### src/rtl/line_fetch_if.sv
// Scheduler-facing handshake bundle: line-done pulses in, bank selects, run/fetch gating and status out.
// master = scheduler side, slave = capture/output datapath side.
interface line_fetch_if #(
  parameter int CNT_W = 16
) ();
  logic             in_sof;
  logic             in_eol;
  logic             out_eol;
  logic             fetch_en;
  logic             wr_bank;
  logic             rd_bank;
  logic             out_run;
  logic [CNT_W-1:0] in_y;
  logic [CNT_W-1:0] out_y;
  logic             underflow;
  logic             desync;
  logic [CNT_W-1:0] err_count;
  logic [1:0]       sched_state;

  modport master (
    input  in_sof, in_eol, out_eol,
    output fetch_en, wr_bank, rd_bank, out_run, in_y, out_y,
           underflow, desync, err_count, sched_state
  );

  modport slave (
    output in_sof, in_eol, out_eol,
    input  fetch_en, wr_bank, rd_bank, out_run, in_y, out_y,
           underflow, desync, err_count, sched_state
  );
endinterface

### src/rtl/line_fetch_scheduler.sv
// Ping-pong line buffer scheduler: bank selects, line counters, frame sync, underflow/desync recovery.
// fetch_en is a decode of registered state; all other outputs register one cycle after their cause.
module line_fetch_scheduler #(
  parameter int WIDTH  = 640,
  parameter int HEIGHT = 480,
  parameter int CNT_W  = 16
) (
  input  logic         m_axis_vid_aclk,
  input  logic         aresetn,
  line_fetch_if.master lf
);

  typedef enum logic [1:0] {
    S_IDLE  = 2'd0,
    S_PRIME = 2'd1,
    S_RUN   = 2'd2
  } state_t;

  localparam logic [CNT_W-1:0] LAST_Y = CNT_W'(HEIGHT - 1);

  state_t           state, state_n;
  logic [1:0]       full, full_n;
  logic             wr_bank, wr_bank_n;
  logic             rd_bank, rd_bank_n;
  logic [CNT_W-1:0] in_y, in_y_n;
  logic [CNT_W-1:0] out_y, out_y_n;
  logic             sof_wait, sof_wait_n;
  logic             underflow, underflow_n;
  logic             desync, desync_n;
  logic [CNT_W-1:0] err_count, err_count_n;

  logic             fetch_en;
  logic             in_acc;
  logic             next_ready;
  logic             uf_evt;
  logic             ds_evt;
  logic [1:0]       err_inc;
  logic [CNT_W:0]   err_sum;

  always_ff @(posedge m_axis_vid_aclk or negedge aresetn) begin
    if (!aresetn) begin
      state     <= S_IDLE;
      full      <= 2'b00;
      wr_bank   <= 1'b0;
      rd_bank   <= 1'b0;
      in_y      <= '0;
      out_y     <= '0;
      sof_wait  <= 1'b0;
      underflow <= 1'b0;
      desync    <= 1'b0;
      err_count <= '0;
    end else begin
      state     <= state_n;
      full      <= full_n;
      wr_bank   <= wr_bank_n;
      rd_bank   <= rd_bank_n;
      in_y      <= in_y_n;
      out_y     <= out_y_n;
      sof_wait  <= sof_wait_n;
      underflow <= underflow_n;
      desync    <= desync_n;
      err_count <= err_count_n;
    end
  end

  always_comb begin
    state_n     = state;
    full_n      = full;
    wr_bank_n   = wr_bank;
    rd_bank_n   = rd_bank;
    in_y_n      = in_y;
    out_y_n     = out_y;
    sof_wait_n  = sof_wait;
    fetch_en    = 1'b0;
    in_acc      = 1'b0;
    next_ready  = 1'b0;
    uf_evt      = 1'b0;
    ds_evt      = 1'b0;

    case (state)
      S_IDLE: begin
        full_n     = 2'b00;
        wr_bank_n  = 1'b0;
        rd_bank_n  = 1'b0;
        in_y_n     = '0;
        out_y_n    = '0;
        sof_wait_n = 1'b0;
        if (lf.in_sof) begin
          state_n = S_PRIME;
        end
      end

      S_PRIME: begin
        fetch_en = 1'b1;
        if (lf.in_eol) begin
          full_n    = 2'b01;
          wr_bank_n = 1'b1;
          in_y_n    = CNT_W'(1);
          rd_bank_n = 1'b0;
          out_y_n   = '0;
          state_n   = S_RUN;
        end
      end

      S_RUN: begin
        fetch_en = ~full[wr_bank] & ~sof_wait;
        in_acc   = lf.in_eol & fetch_en;

        if (in_acc) begin
          full_n[wr_bank] = 1'b1;
          wr_bank_n       = ~wr_bank;
          if (in_y == LAST_Y) begin
            in_y_n     = '0;
            sof_wait_n = 1'b1;
          end else begin
            in_y_n = in_y + CNT_W'(1);
          end
        end

        // in_y==0 with no pending wait is the accepted SOF beat itself
        if (lf.in_sof) begin
          if (sof_wait) begin
            sof_wait_n = 1'b0;
          end else if (in_y != '0) begin
            ds_evt = 1'b1;
          end
        end

        if (lf.out_eol) begin
          // a line finishing in this same cycle into the next bank counts as present
          next_ready = full[~rd_bank] | (in_acc & (wr_bank == ~rd_bank));
          uf_evt     = ~next_ready;
          full_n[rd_bank] = 1'b0;
          rd_bank_n       = ~rd_bank;
          out_y_n         = (out_y == LAST_Y) ? '0 : out_y + CNT_W'(1);
        end

        if (uf_evt | ds_evt) begin
          state_n    = S_IDLE;
          full_n     = 2'b00;
          wr_bank_n  = 1'b0;
          rd_bank_n  = 1'b0;
          in_y_n     = '0;
          out_y_n    = '0;
          sof_wait_n = 1'b0;
        end
      end

      default: begin
        state_n = S_IDLE;
      end
    endcase

    underflow_n = underflow | uf_evt;
    desync_n    = desync | ds_evt;
    err_inc     = {1'b0, uf_evt} + {1'b0, ds_evt};
    err_sum     = {1'b0, err_count} + (CNT_W + 1)'(err_inc);
    err_count_n = err_sum[CNT_W] ? '1 : err_sum[CNT_W-1:0];
  end

  assign lf.fetch_en    = fetch_en;
  assign lf.wr_bank     = wr_bank;
  assign lf.rd_bank     = rd_bank;
  assign lf.out_run     = (state == S_RUN);
  assign lf.in_y        = in_y;
  assign lf.out_y       = out_y;
  assign lf.underflow   = underflow;
  assign lf.desync      = desync;
  assign lf.err_count   = err_count;
  assign lf.sched_state = state;

endmodule
### src/flat_wrapper.sv
// flat-port wrapper written by rule: the top's interface ports become plain ports
module line_fetch_scheduler_flat 
#(
  parameter int WIDTH  = 640,
  parameter int HEIGHT = 480,
  parameter int CNT_W  = 16
)
  (m_axis_vid_aclk, aresetn, lf_in_sof, lf_in_eol, lf_out_eol, lf_fetch_en, lf_wr_bank, lf_rd_bank, lf_out_run, lf_in_y, lf_out_y, lf_underflow, lf_desync, lf_err_count, lf_sched_state);
  line_fetch_if #(.CNT_W(CNT_W)) lf_i ();
  input  logic m_axis_vid_aclk;
  input  logic aresetn;
  input wire logic [$bits(lf_i.in_sof)-1:0] lf_in_sof;
  input wire logic [$bits(lf_i.in_eol)-1:0] lf_in_eol;
  input wire logic [$bits(lf_i.out_eol)-1:0] lf_out_eol;
  output wire logic [$bits(lf_i.fetch_en)-1:0] lf_fetch_en;
  output wire logic [$bits(lf_i.wr_bank)-1:0] lf_wr_bank;
  output wire logic [$bits(lf_i.rd_bank)-1:0] lf_rd_bank;
  output wire logic [$bits(lf_i.out_run)-1:0] lf_out_run;
  output wire logic [$bits(lf_i.in_y)-1:0] lf_in_y;
  output wire logic [$bits(lf_i.out_y)-1:0] lf_out_y;
  output wire logic [$bits(lf_i.underflow)-1:0] lf_underflow;
  output wire logic [$bits(lf_i.desync)-1:0] lf_desync;
  output wire logic [$bits(lf_i.err_count)-1:0] lf_err_count;
  output wire logic [$bits(lf_i.sched_state)-1:0] lf_sched_state;
  assign lf_i.in_sof = lf_in_sof;
  assign lf_i.in_eol = lf_in_eol;
  assign lf_i.out_eol = lf_out_eol;
  assign lf_fetch_en = lf_i.fetch_en;
  assign lf_wr_bank = lf_i.wr_bank;
  assign lf_rd_bank = lf_i.rd_bank;
  assign lf_out_run = lf_i.out_run;
  assign lf_in_y = lf_i.in_y;
  assign lf_out_y = lf_i.out_y;
  assign lf_underflow = lf_i.underflow;
  assign lf_desync = lf_i.desync;
  assign lf_err_count = lf_i.err_count;
  assign lf_sched_state = lf_i.sched_state;
  line_fetch_scheduler #(.WIDTH(WIDTH), .HEIGHT(HEIGHT), .CNT_W(CNT_W)) u_core (.m_axis_vid_aclk(m_axis_vid_aclk), .aresetn(aresetn), .lf(lf_i));
endmodule
### config.mk
export PLATFORM = sky130hd
export DESIGN_NAME = line_fetch_scheduler_flat
export DESIGN_NICKNAME = d
export VERILOG_FILES = /design/src/rtl/line_fetch_if.sv /design/src/rtl/line_fetch_scheduler.sv /design/src/flat_wrapper.sv
export SDC_FILE = /design/constraint.sdc
export NUM_CORES = 1
export LEC_CHECK = 0
export ABC_AREA = 1
export BUFFER_PORTS_ARGS = -buffer_cell sky130_fd_sc_hd__buf_4
export CORE_UTILIZATION = 40
export CTS_CLUSTER_SIZE = 40
export DETAILED_ROUTE_END_ITERATION = 8
export PLACE_DENSITY = 0.61
export SLEW_MARGIN = 20
export SYNTH_ARGS = -nofsm -noshare
export SYNTH_HDL_FRONTEND = slang
export SYNTH_SLANG_ARGS = --single-unit
### constraint.sdc
create_clock -name m_axis_vid_aclk -period 3.85 [get_ports m_axis_vid_aclk]
set_input_delay 0.385 -clock m_axis_vid_aclk [delete_from_list [all_inputs] [get_ports m_axis_vid_aclk]]
set_output_delay 0.385 -clock m_axis_vid_aclk [all_outputs]
set_load 0.005 [all_outputs]
## Yosys cells after proc, flatten, opt, wreduce, memory -nomap -nowiden

Cells that the tools add are included.
Widths: inputs -> output; s select.

- Mux-type cells: 52
- Reductions and logical operators: 10
- $add $sub $neg: 4
- Magnitude comparators: 5
- Bitwise logic cells: 15
- Equality and inequality tests: 10

Operators by type and width:

| cell | number |
|---|---|
| $mux 16 | 9 |
| $pmux 16 s3 | 2 |
| $add 16x1->16 const B | 2 |
| $eq 16x9->1 const B | 2 |
| $mux 1 | 25 |
| $add 16x2->17 | 1 |
| $mux 2 | 8 |
| $reduce_bool 16->1 | 1 |
| $pmux 2 s3 | 2 |
| $reduce_and 3->1 | 3 |
| $lt 1x2->1 const B | 3 |
| $pmux 1 s3 | 2 |
| $not 1->1 | 5 |
| $ne 2x2->1 const B | 2 |
| $or 1x1->1 | 4 |
| $pmux 1 s2 | 2 |
| $and 1x1->1 | 3 |
| $ne 3x1->1 const B | 1 |
| $ne 3x2->1 const B | 1 |
| $reduce_bool 3->1 | 1 |
| $add 1x1->2 | 1 |
| $and 2x2->2 | 1 |
| $demux 1 s1 | 2 |
| $eq 2x1->1 const B | 1 |
| other kinds (10) | 12 |

- Bits in registers: 57
- Output and inout bits: 56
- Logic and storage cells: 106
- Input port bits: 5

## Logic depth before layout (Yosys ltp)

Gate-level depths: netlist of run 1.

- Word-level depth: 14
- Mapped depth: 17
- Depth with buffers taken out: 17

## Worst setup path before layout of run 1

OpenSTA, ideal clock, no wires.

- Path kind: reg-to-reg
- Start point: register u_core.state[0], in the netlist u_core.lf.sched_state[0]
- End point: register u_core.err_count[13], in the netlist u_core.lf.err_count[13]
- Library setup time: 0.070 ns
- Period minus slack after synthesis: 2.932 ns
- Buffers on the path: 2
- Slack: 0.918 ns
- Arrival time: 2.862 ns
- Stages on the path, launching flop included: 15
- Required time: 3.780 ns
- Path through: dfrtp_1 inv_1 ha_1 buf_4 clkbuf_1 nand3_1 fa_1 inv_1 ha_1 nand3_1 nor4_2 nand2_1 nor2_1 nand2_1 nand3b_1

- Longest elaborated chain between the ends: 5
- Elaborated cells on any way between the ends: 6
- Classes of those cells: add/sub: 2; eq/ne: 1; mux: 3

Ends and longest elaborated chain:

| element | RTL line | RTL |
|---|---|---|
| from (decl) | line_fetch_scheduler.sv:21 | `state_t state, state_n;` |
| from (signal assigned) | line_fetch_scheduler.sv:53 | `state <= state_n;` |
| $eq 2x2->1 * | n/a |  |
| named net lf_out_run | flat_wrapper.sv:18 | `output wire logic [$bits(lf_i.out_run)-1:0] lf_out_run;` |
| $mux 1 | line_fetch_scheduler.sv:80 | `case (state)` |
| $add 1x1->2 * | line_fetch_scheduler.sv:156 | `err_inc = {1'b0, uf_evt} + {1'b0, ds_evt};` |
| $add 16x2->17 * | line_fetch_scheduler.sv:157 | `err_sum = {1'b0, err_count} + (CNT_W + 1)'(err_inc);` |
| $mux 16 * | line_fetch_scheduler.sv:158 | `err_count_n = err_sum[CNT_W] ? '1 : err_sum[CNT_W-1:0];` |
| named net u_core.err_count_n[13] | line_fetch_scheduler.sv:30 | `logic [CNT_W-1:0] err_count, err_count_n;` |
| to (signal assigned) | line_fetch_scheduler.sv:62 | `err_count <= err_count_n;` |
| to (decl) | line_fetch_scheduler.sv:30 |  |

Mark *: on every way through the listed nets, which the timed path passes. The rest lies on a longest branch.
A chain may end at the register's enable or synchronous reset.

## Worst setup path after layout of run 1

- Start point: register u_core.in_y[0], in the netlist u_core.lf.in_y[0]
- End point: register u_core.err_count[13], in the netlist u_core.lf.err_count[13]

- Longest elaborated chain between the ends: 9

Ends and longest elaborated chain:

| element | RTL line | RTL |
|---|---|---|
| from (decl) | line_fetch_scheduler.sv:25 | `logic [CNT_W-1:0] in_y, in_y_n;` |
| from (signal assigned) | line_fetch_scheduler.sv:57 | `in_y <= in_y_n;` |
| $reduce_bool 16->1 | line_fetch_scheduler.sv:124 | `end else if (in_y != '0) begin` |
| $mux 1 | line_fetch_scheduler.sv:124 |  |
| $mux 1 | line_fetch_scheduler.sv:122 | `if (sof_wait) begin` |
| $mux 1 | line_fetch_scheduler.sv:121 | `if (lf.in_sof) begin` |
| $mux 1 (2 in a row) | line_fetch_scheduler.sv:80 |  |
| $add 1x1->2 | line_fetch_scheduler.sv:156 |  |
| $add 16x2->17 | line_fetch_scheduler.sv:157 |  |
| $mux 16 | line_fetch_scheduler.sv:158 |  |
| named net u_core.err_count_n[13] | line_fetch_scheduler.sv:30 |  |

The timed path passes the listed nets, and every way through them passes these cells. The select of a mux whose other input is x is not followed.

==> flow_metrics.env, run 1 <==
export IMPL_ios=61
export IMPL_fin_crit_sh=0.789
export IMPL_cp_max_fo=6
export IMPL_cap_violations=0
export IMPL_die_w_um=98.4
export IMPL_grt_overflow=0
export IMPL_cp_arrival_ns=3.32
export IMPL_switchingPower_w=0.000824
export IMPL_ys_flop_type="dfrtp_1"
export IMPL_grt_antenna_before_repair=0
export IMPL_cts_setup_buffers=0
export IMPL_grt_start_max_net_pins=58
export IMPL_p_leak_nw=2.22
export IMPL_p_comb_frac=0.360
export IMPL_yosysSeqAreaShare=0.384
export IMPL_hold_viol=0
export IMPL_num_rows=34
export IMPL_switching_share=0.397
export IMPL_grt_usage=0.200
export IMPL_wire_per_inst_um=12.9
export IMPL_slew_viol_final=0
export IMPL_start_kind="flop"
export IMPL_vias=3484
export IMPL_synth_edff_count=0
export IMPL_syn_instance_count=521
export IMPL_critPathRequiredTime_ns=4.13
export IMPL_rsz0062_at_grt="no"
export IMPL_syn_nets=536
export IMPL_dp_hpwl_um=6400
export IMPL_worstReg2RegStart="u_core.lf.in_y[0]"
export IMPL_min_path_type="in2async"
export IMPL_ctsHoldBuffers=0
export IMPL_ff2ff_path_depth=17
export IMPL_synth_warnings=0
export IMPL_post_synth_top_count_cell="nand2_1"
export IMPL_core_area_sq_um=8850
export IMPL_grt_pass1_wl_um=15400
export IMPL_ant_nets=0
export IMPL_start_util=0.420
export IMPL_cts_resized=0
export IMPL_clk_path_buf_depth=2
export IMPL_rrSetupSlack_ns=0.81
export IMPL_crit_end="u_core.lf.err_count[13]"
export IMPL_outcome="complete, no violations"
export IMPL_wl_met2_um=4230
export IMPL_seqPwrFrac=0.345
export IMPL_dp_cells=679
export IMPL_drtPass1Iterations=6
export IMPL_initialDrtViolationCount=149
export IMPL_stdcell_count=694
export IMPL_drc=0
export IMPL_synth_async_reset_ratio=1.00
export IMPL_fin_tns_setup_ns=0
export IMPL_worstSetupEndpointType="flop"
export IMPL_yosys_area_top_type="dfrtp_1"
export IMPL_grt_pass1_vias=3297
export IMPL_die_area_sq_um=9690
export IMPL_clkPwrFrac=0.295
export IMPL_synth_commonest_cells="nand2_1 (149), nor2_1 (69), inv_1 (63)"
export IMPL_ir_drop_v=0.000260
export IMPL_tightest_slew_ns=0.881
export IMPL_critPathLaunch="u_core.lf.in_y[0]"
export IMPL_nets=597
export IMPL_drt_wl_total_um=8970
export IMPL_relSlewSlack=0.411
export IMPL_cts_tree="built"
export IMPL_htree_levels=3
export IMPL_finalClockSkew_ns=0.0111
export IMPL_synthTopCellsByArea="dfrtp_1 (38%), nand2_1 (15%), nor2_1 (7.0%), nand3_1 (6.6%), inv_1 (6.4%)"
export IMPL_fill_cells=896
export IMPL_area_growth_pct=19.3
export IMPL_io_buffers=60
export IMPL_fmax_mhz=329
export IMPL_power_per_cell_area_nw_per_um2=468
export IMPL_wl_met3_um=385
export IMPL_r2r_end="u_core.lf.err_count[13]"
export IMPL_synth_seq_cells=57
export IMPL_diodes=0
export IMPL_cts_buffers=9
export IMPL_syn_area_per_cell_sq_um=7.14
export IMPL_clock_sinks=57
export IMPL_syn_area_sq_um=3720
export IMPL_fin_crit_ns=3.04
export IMPL_gp_congestion=0.870
export IMPL_highest_layer="met4"
export IMPL_drt_met1_wl_um=4190
export IMPL_p_int_w=0.00125
export IMPL_setup_viol=0
export IMPL_synth_cell_types=33
export IMPL_drive_gt1_frac=0.171
export IMPL_cts_root_buf="clkbuf_8"
export IMPL_avgViaCountPerCell=5.02
export IMPL_clock_latency_ns=0.35
export IMPL_synth_top_area_frac=0.384
export IMPL_chipHeight_um=98.4
export IMPL_path_clk_slew_ns=0.07
export IMPL_crit_type="reg2reg"
-- logic make-up (layout without fill, tap and decap cells) --
family                     count (synthesis)  count (layout)  synth area share
xor gates and xnor gates                  17              17            0.0400
AOI/OAI and AO/OA                         55              55            0.0942
buffers and inverters                     75             140            0.0888
adders and majority gates                 10              10            0.0357
and+or+nand+nor                          307             307             0.358
DFF                                       57              57             0.384
-- area by class of cell --
class | count | area, sq um | area share
timing repair buffer | 61 | 458 | 0.103
inverter | 64 | 240 | 0.0542
clock inverter | 2 | 35.0 | 0.00790
tap | 108 | 135 | 0.0305
multi-input combinational | 389 | 1960 | 0.442
clock buffer | 13 | 179 | 0.0403
sequential | 57 | 1430 | 0.322
-- power groups by stage --
stage	logic, W	clock network [W]	registers (W)
2_1_floorplan	0.000561	0	0.000717
3_3_place_gp	0.000749	0	0.000724
3_5_place_dp	0.000760	0	0.000727
4_1_cts	0.000765	0.000628	0.000717
5_1_grt	0.000848	0.000657	0.000724
6_report	0.000748	0.000612	0.000716
-- placed cells by master, fill, tap and decap left out, types with 2 or more instances in the layout --
master,n
nand2_1,149
nor2_1,69
inv_1,63
buf_4,61
dfrtp_1,57
nand3_1,49
o21ai_0,30
xor2_1,16
nand4_1,15
clkbuf_8,13
nor3_1,11
o21ai_2,9
ha_1,9
a21oi_1,5
o21bai_1,4
nor2_2,3
o22ai_1,3
or2_2,3
nand3b_1,2
nand2_2,2
-- state kept, by name, summed over array words and instances (netlist names), 2 cells and up --
name and count:
u_core.lf.sched_state 2, u_core.lf.in_y 16, u_core.full 2, u_core.lf.out_y 16
u_core.lf.err_count 16
-- layer usage --
layer,track usage,vias up
met5,0,-
met3,0.0397,14
met2,0.333,66
li1,-,1782
met1,0.254,1622
met4,0.0838,0
-- stage by stage --
stage | utilization | worst slack, ns | hold slack (ns) | power, W | cell area (sq um)
6_report | 0.501 | 0.812 | 0.105 | 0.00208 | 4440
5_1_grt | 0.501 | 0.407 | 0.173 | 0.00223 | 4440
4_1_cts | 0.501 | 0.815 | 0.134 | 0.00211 | 4440
3_5_place_dp | 0.477 | 0.805 | 0.470 | 0.00149 | 4220
3_3_place_gp | 0.477 | 0.962 | 0.474 | 0.00147 | 4220
2_1_floorplan | - | 0.918 | 0.0894 | 0.00128 | 3720
-- critical path, cell delays in order, from the launching register on --
cell,delay (ns)
dfrtp_1,0.44
inv_1,0.07
ha_1,0.19
inv_1,0.05
nor2_1,0.03
nand2_1,0.06
nor2_1,0.04
nand2_1,0.11
nand3_1,0.13
fa_1,0.41
inv_1,0.07
ha_1,0.18
nand3_1,0.14
nor4_2,0.38
nand2_1,0.20
nor2_1,0.24
nand2_1,0.13
nand3b_1,0.10
-- how the worst min path moves through the flow --
| stage | start | end | slack (ns) | cells past startpoint |
|---|---|---|---|---|
| after detailed placement | u_core.lf.desync | u_core.lf.desync | 0.47 | 2 |
| after global placement | u_core.lf.underflow | u_core.lf.underflow | 0.47 | 2 |
| after global routing | aresetn | u_core.lf.in_y[5] | 0.17 | 1 |
| after CTS | aresetn | u_core.lf.in_y[3] | 0.13 | 1 |
| final | aresetn | u_core.lf.in_y[5] | 0.10 | 1 |
| after floorplan | aresetn | u_core.full[0] | 0.09 | 0 |
(Power assumes the default switching activity.)
==> run 2: changes to the inputs <==
Clock period 3.85 ns to 3.11 ns, I/O delays scaled along.
==> flow_metrics.env, run 2 (synthesis gave the netlist of run 1 again) <==
export IMPL_outcome="complete, no violations"
export IMPL_fin_crit_ns=2.83
export IMPL_clock_latency_ns=0.34
export IMPL_area_growth_pct=20.8
export IMPL_tightest_slew_ns=0.763
export IMPL_p_leak_nw=2.23
export IMPL_drt_wl_total_um=9050
export IMPL_cap_violations=0
export IMPL_drtPass1Iterations=7
export IMPL_setup_viol=0
export IMPL_cts_root_buf="clkbuf_8"
export IMPL_critPathRequiredTime_ns=3.37
export IMPL_finalClockSkew_ns=0.0142
export IMPL_ir_drop_v=0.000339
export IMPL_fin_crit_sh=0.911
export IMPL_ant_nets=0
export IMPL_p_int_w=0.00145
export IMPL_slew_viol_final=0
export IMPL_grt_pass1_wl_um=15600
export IMPL_nets=604
export IMPL_diodes=0
export IMPL_switching_share=0.418
export IMPL_worstSetupEndpointType="flop"
export IMPL_die_w_um=98.4
export IMPL_htree_levels=3
export IMPL_drc=0
export IMPL_hold_viol=0
export IMPL_wire_per_inst_um=12.9
export IMPL_grt_usage=0.198
export IMPL_grt_start_max_net_pins=58
export IMPL_start_kind="flop"
export IMPL_grt_pass1_vias=3340
export IMPL_crit_type="reg2reg"
export IMPL_utilization=0.508
export IMPL_grt_antenna_before_repair=0
export IMPL_num_rows=34
export IMPL_clk_path_buf_depth=2
export IMPL_fin_area_sq_um=4490
export IMPL_placed_cell_area_sq_um=4250
export IMPL_chipHeight_um=98.4
export IMPL_ctsHoldBuffers=0
export IMPL_clock_sinks=57
export IMPL_gp_congestion=0.892
export IMPL_io_buffers=60
export IMPL_path_clk_slew_ns=0.08
export IMPL_reg_top3="u_core.lf.err_count (16), u_core.lf.in_y (16), u_core.lf.out_y (16)"
export IMPL_vias=3518
export IMPL_grt_overflow=0
export IMPL_die_area_sq_um=9690
export IMPL_power_per_cell_area_nw_per_um2=556
export IMPL_drive_gt1_frac=0.194
export IMPL_seqPwrFrac=0.356
export IMPL_dp_hpwl_um=6510
export IMPL_cts_buffers=9
export IMPL_cts_tree="built"
export IMPL_switchingPower_w=0.00104
export IMPL_clkPwrFrac=0.260
export IMPL_p_comb_frac=0.385
export IMPL_avgViaCountPerCell=5.01
export IMPL_mostFrequentLayoutCell="nand2_1"
export IMPL_layout_common_cells="nand2_1 (148), nor2_1 (68), buf_4 (68)"
export IMPL_start_util=0.420
export IMPL_fin_tns_setup_ns=0
export IMPL_fmax_mhz=353
export IMPL_cp_max_fo=6
export IMPL_min_path_type="in2async"
export IMPL_core_area_sq_um=8850
export IMPL_cp_arrival_ns=3.10
export IMPL_ios=61
export IMPL_relSlewSlack=0.491
export IMPL_initialDrtViolationCount=148
==> run 2: changes by cell type in the layout (fill, tap and decap cells not counted), moves of 2 or more <==
cell,previous run,this run
clkinv_2,1,3
clkbuf_8,13,11
buf_4,61,68
nand3_1,49,46
nand3_2,0,3
clkinvlp_4,0,2
==> run 2: repair_timing <==
item / in CTS / in global routing
setup buffers: 0 / 3
resized for setup: 0 / 9
endpoints found under the hold margin: 0 / 0
setup endpoints to repair: 0 / 16
==> run 2: power groups by stage <==
stage	sequential (W)	combinational, W	clock, W
floorplan	0.000888	0.000695	0
global placement	0.000897	0.000958	0
detailed placement	0.000901	0.000958	0
CTS	0.000887	0.000962	0.000665
global route	0.000898	0.00110	0.000686
finish	0.000889	0.000961	0.000648
==> run 2: final timing paths <==
kind                                   startpoint                      end  slack [ns]  cells past startpoint
setup / recovery                u_core.lf.in_y[1]  u_core.lf.err_count[13]        0.28                     17
hold / removal                            aresetn        u_core.lf.in_y[3]        0.01                      1
setup reg to reg                u_core.lf.in_y[1]  u_core.lf.err_count[13]        0.28                     17
hold reg to reg               u_core.lf.underflow      u_core.lf.underflow        0.48                      2
max in group asynchronous                 aresetn        u_core.lf.in_y[0]        2.53                      1
min in group m_axis_vid_aclk           lf_out_eol           u_core.full[1]        0.34                      4
==> run 2: per-stage QoR <==
step / worst slack [ns] / power, W / std cells / hold slack (ns)
detailed placement: 0.0915 / 0.00186 / 683 / 0.440
floorplan: 0.178 / 0.00158 / 521 / 0.0154
finish: 0.277 / 0.00250 / 702 / 0.0140
global route: -0.00832 / 0.00268 / 702 / 0.115
CTS: 0.0727 / 0.00251 / 699 / 0.0650
global placement: 0.241 / 0.00185 / 683 / 0.431
==> run 2: metal layers <==
metal,global-route usage,part of all wire
met5,0,0
met4,0.0643,0.011
met3,0.0426,0.043
met1,0.259,0.47
met2,0.330,0.47
==> run 2: area by class of cell <==
| class | instances | area (sq um) |
|---|---|---|
| fillers | 889 | 4360 |
| multi-input cells | 389 | 2000 |
| flip-flops and latches | 57 | 1430 |
| repair buffers | 68 | 510 |
| inverters | 64 | 240 |
| clock buffers | 11 | 151 |
| well taps | 108 | 135 |
| clock inverters | 5 | 30.0 |
==> run 2: critical path, cell delays in order (launching register included) <==
cell	delay [ns]
dfrtp_1	0.41
inv_1	0.06
ha_1	0.17
inv_1	0.05
nor2_1	0.03
nand2_1	0.06
nor2_1	0.04
nand2_1	0.14
nand3_2	0.10
fa_1	0.39
inv_1	0.07
ha_1	0.19
nand3_2	0.13
nor4_4	0.45
nand2_2	0.17
nor2_4	0.13
nand2_1	0.09
nand3b_1	0.09
==> run 3: changes to the inputs <==
--- a/config.mk
+++ b/config.mk
@@ -12,3 +12,4 @@
 export DETAILED_ROUTE_END_ITERATION = 8
-export PLACE_DENSITY = 0.61
+export PLACE_DENSITY = 0.63
+export SKIP_LAST_GASP = 1
 export SLEW_MARGIN = 20
==> constraint.sdc (replaced) <==
create_clock -name m_axis_vid_aclk -period 3.11 [get_ports m_axis_vid_aclk]
set_input_delay 0.1555 -clock m_axis_vid_aclk [delete_from_list [all_inputs] [get_ports m_axis_vid_aclk]]
set_output_delay 0.1555 -clock m_axis_vid_aclk [all_outputs]
set_load 0.005 [all_outputs]
==> flow_metrics.env, run 3 (synthesis gave the netlist of run 1 again) <==
export IMPL_cts_root_buf="clkbuf_8"
export IMPL_die_w_um=98.4
export IMPL_clock_latency_ns=0.33
export IMPL_cp_num_cells=17
export IMPL_wl_met3_um=461
export IMPL_nets=606
export IMPL_utilization=0.507
export IMPL_cp_max_fo=6
export IMPL_chipHeight_um=98.4
export IMPL_grt_pass1_wl_um=15600
export IMPL_worstSetupEndpointType="flop"
export IMPL_tightest_slew_ns=0.719
export IMPL_vias=3552
export IMPL_area_growth_pct=20.6
export IMPL_drtPass1Iterations=5
export IMPL_cp_cell_sequence="inv_1, ha_1, inv_1, nor2_1, nand2_1, nor2_1, nand2_1, nand3_1, fa_1, inv_1, ha_1, nand3_1, nor4_4, nand2_2, nor2_2, nand2_1, nand3b_1"
export IMPL_rrSetupSlack_ns=0.23
export IMPL_die_area_sq_um=9690
export IMPL_min_path_type="in2reg"
export IMPL_io_buffers=60
export IMPL_clk_path_buf_depth=2
export IMPL_diodes=0
export IMPL_ios=61
export IMPL_r2r_end="u_core.lf.err_count[13]"
export IMPL_hold_viol=0
export IMPL_crit_type="reg2reg"
export IMPL_worstReg2RegStart="u_core.lf.in_y[0]"
export IMPL_drt_wl_total_um=9060
export IMPL_gp_congestion=0.897
export IMPL_cts_tree="built"
export IMPL_fin_crit_ns=2.88
export IMPL_grt_pass1_vias=3313
export IMPL_finalClockSkew_ns=0.0116
export IMPL_path_clk_slew_ns=0.07
export IMPL_ff2ff_path_depth=17
export IMPL_drive_gt1_frac=0.184
export IMPL_avgViaCountPerCell=5.07
export IMPL_num_rows=34
export IMPL_clock_sinks=57
export IMPL_start_kind="flop"
export IMPL_critPathTopFamily="simple AND/OR/NAND/NOR gates"
export IMPL_setup_viol=0
export IMPL_cts_buffers=9
export IMPL_ant_nets=0
export IMPL_fin_crit_sh=0.927
export IMPL_max_stage_delay_ns=0.43
export IMPL_dp_cells=683
export IMPL_initialDrtViolationCount=166
export IMPL_reg_top3="u_core.lf.err_count (16), u_core.lf.in_y (16), u_core.lf.out_y (16)"
export IMPL_crit_buf_inv=3
export IMPL_relSlewSlack=0.520
export IMPL_grt_usage=0.200
export IMPL_outcome="complete, no violations"
export IMPL_cp_arrival_ns=3.14
export IMPL_grt_overflow=0
export IMPL_mostFrequentLayoutCell="nand2_1"
export IMPL_pre_cts_ws_ns=0.0993
export IMPL_start_util=0.420
export IMPL_dp_hpwl_um=6420
export IMPL_power_per_cell_area_nw_per_um2=547
export IMPL_drt_met1_wl_um=4240
export IMPL_critPathLaunch="u_core.lf.in_y[0]"
export IMPL_rsz0062_at_grt="yes"
export IMPL_critPathRequiredTime_ns=3.37
export IMPL_slew_viol_final=0
export IMPL_htree_levels=3
export IMPL_crit_end="u_core.lf.err_count[13]"
export IMPL_wire_per_inst_um=12.9
export IMPL_stdcell_count=701
export IMPL_cap_violations=0
export IMPL_p_leak_nw=2.23
export IMPL_cp_slowest_cell="nor4_4"
export IMPL_wl_met2_um=4240
export IMPL_layout_common_cells="nand2_1 (148), nor2_1 (68), buf_4 (68)"
export IMPL_fin_ws_ns=0.228
export IMPL_core_area_sq_um=8850
export IMPL_highest_layer="met4"
export IMPL_grt_antenna_before_repair=0
export IMPL_ir_drop_v=0.000260
export IMPL_drc=0
export IMPL_fmax_mhz=347
export IMPL_grt_start_max_net_pins=58
run 3: changes by cell type in the layout (fill, tap and decap cells not counted):
cell,delta
clkinvlp_4,-2
buf_12,+1
clkinv_2,-2
nand3_2,-3
nor2_2,+1
nand3_1,+2
dlygate4sd3_1,+1
nor2_4,-1
clkbuf_1,+2
clkbuf_8,-1
nand3_4,+1
run 3: what timing repair did:
item / CTS / global route
hold buffers: 1 / 0
buffers inserted: 0 / 4
endpoints found under the setup margin: 0 / 16
resized for setup: 0 / 7
hold endpoints to repair: 57 / 0
run 3: metal layers:
| layer | GRT usage | vias up |
|---|---|---|
| met5 | 0 | - |
| met4 | 0.0792 | 0 |
| met3 | 0.0404 | 11 |
| met2 | 0.328 | 74 |
| met1 | 0.261 | 1656 |
| li1 | - | 1811 |
run 3: how the worst min path moves through the flow:
stage | from | end | slack (ns) | cells after the start
final | lf_out_eol | u_core.lf.rd_bank | 0.18 | 4
after global routing | lf_out_eol | u_core.lf.rd_bank | 0.19 | 4
after CTS | lf_out_eol | u_core.lf.rd_bank | 0.17 | 4
after detailed placement | aresetn | u_core.lf.in_y[3] | 0.27 | 1
after global placement | aresetn | u_core.lf.in_y[3] | 0.27 | 1
after floorplan | aresetn | u_core.full[0] | -0.14 | 0
run 3: report_power, final:
group / internal, W / switching (W) / total [W]
Combinational: 0.000329 / 0.000657 / 0.000986
Sequential: 0.000808 / 0.0000827 / 0.000891
Clock: 0.000297 / 0.000279 / 0.000576
Total: 0.00143 / 0.00102 / 0.00245
run 3: cell type report:
cell class | count | area (sq um)
Fill cell | 888 | 4360
Multi-Input combinational cell | 389 | 1990
Sequential cell | 57 | 1430
Timing Repair Buffer | 70 | 541
Inverter | 64 | 240
Clock buffer | 12 | 145
Tap cell | 108 | 135
Clock inverter | 1 | 5.00
run 3: through the flow:
step | TNS [ns] | total power, W | cell area [sq um] | hold WS [ns]
after global placement | 0 | 0.00187 | 4260 | 0.273
after CTS | 0 | 0.00248 | 4420 | 0.171
after floorplan | 0 | 0.00158 | 3720 | -0.140
after global routing | -0.0110 | 0.00264 | 4480 | 0.186
after detailed placement | 0 | 0.00189 | 4260 | 0.272
final | 0 | 0.00245 | 4480 | 0.178
run 3: worst min-delay path: stages:
cell,delay (ns)
buf_4,0.11
o21ai_4,0.07
nand2_1,0.05
o21ai_0,0.07
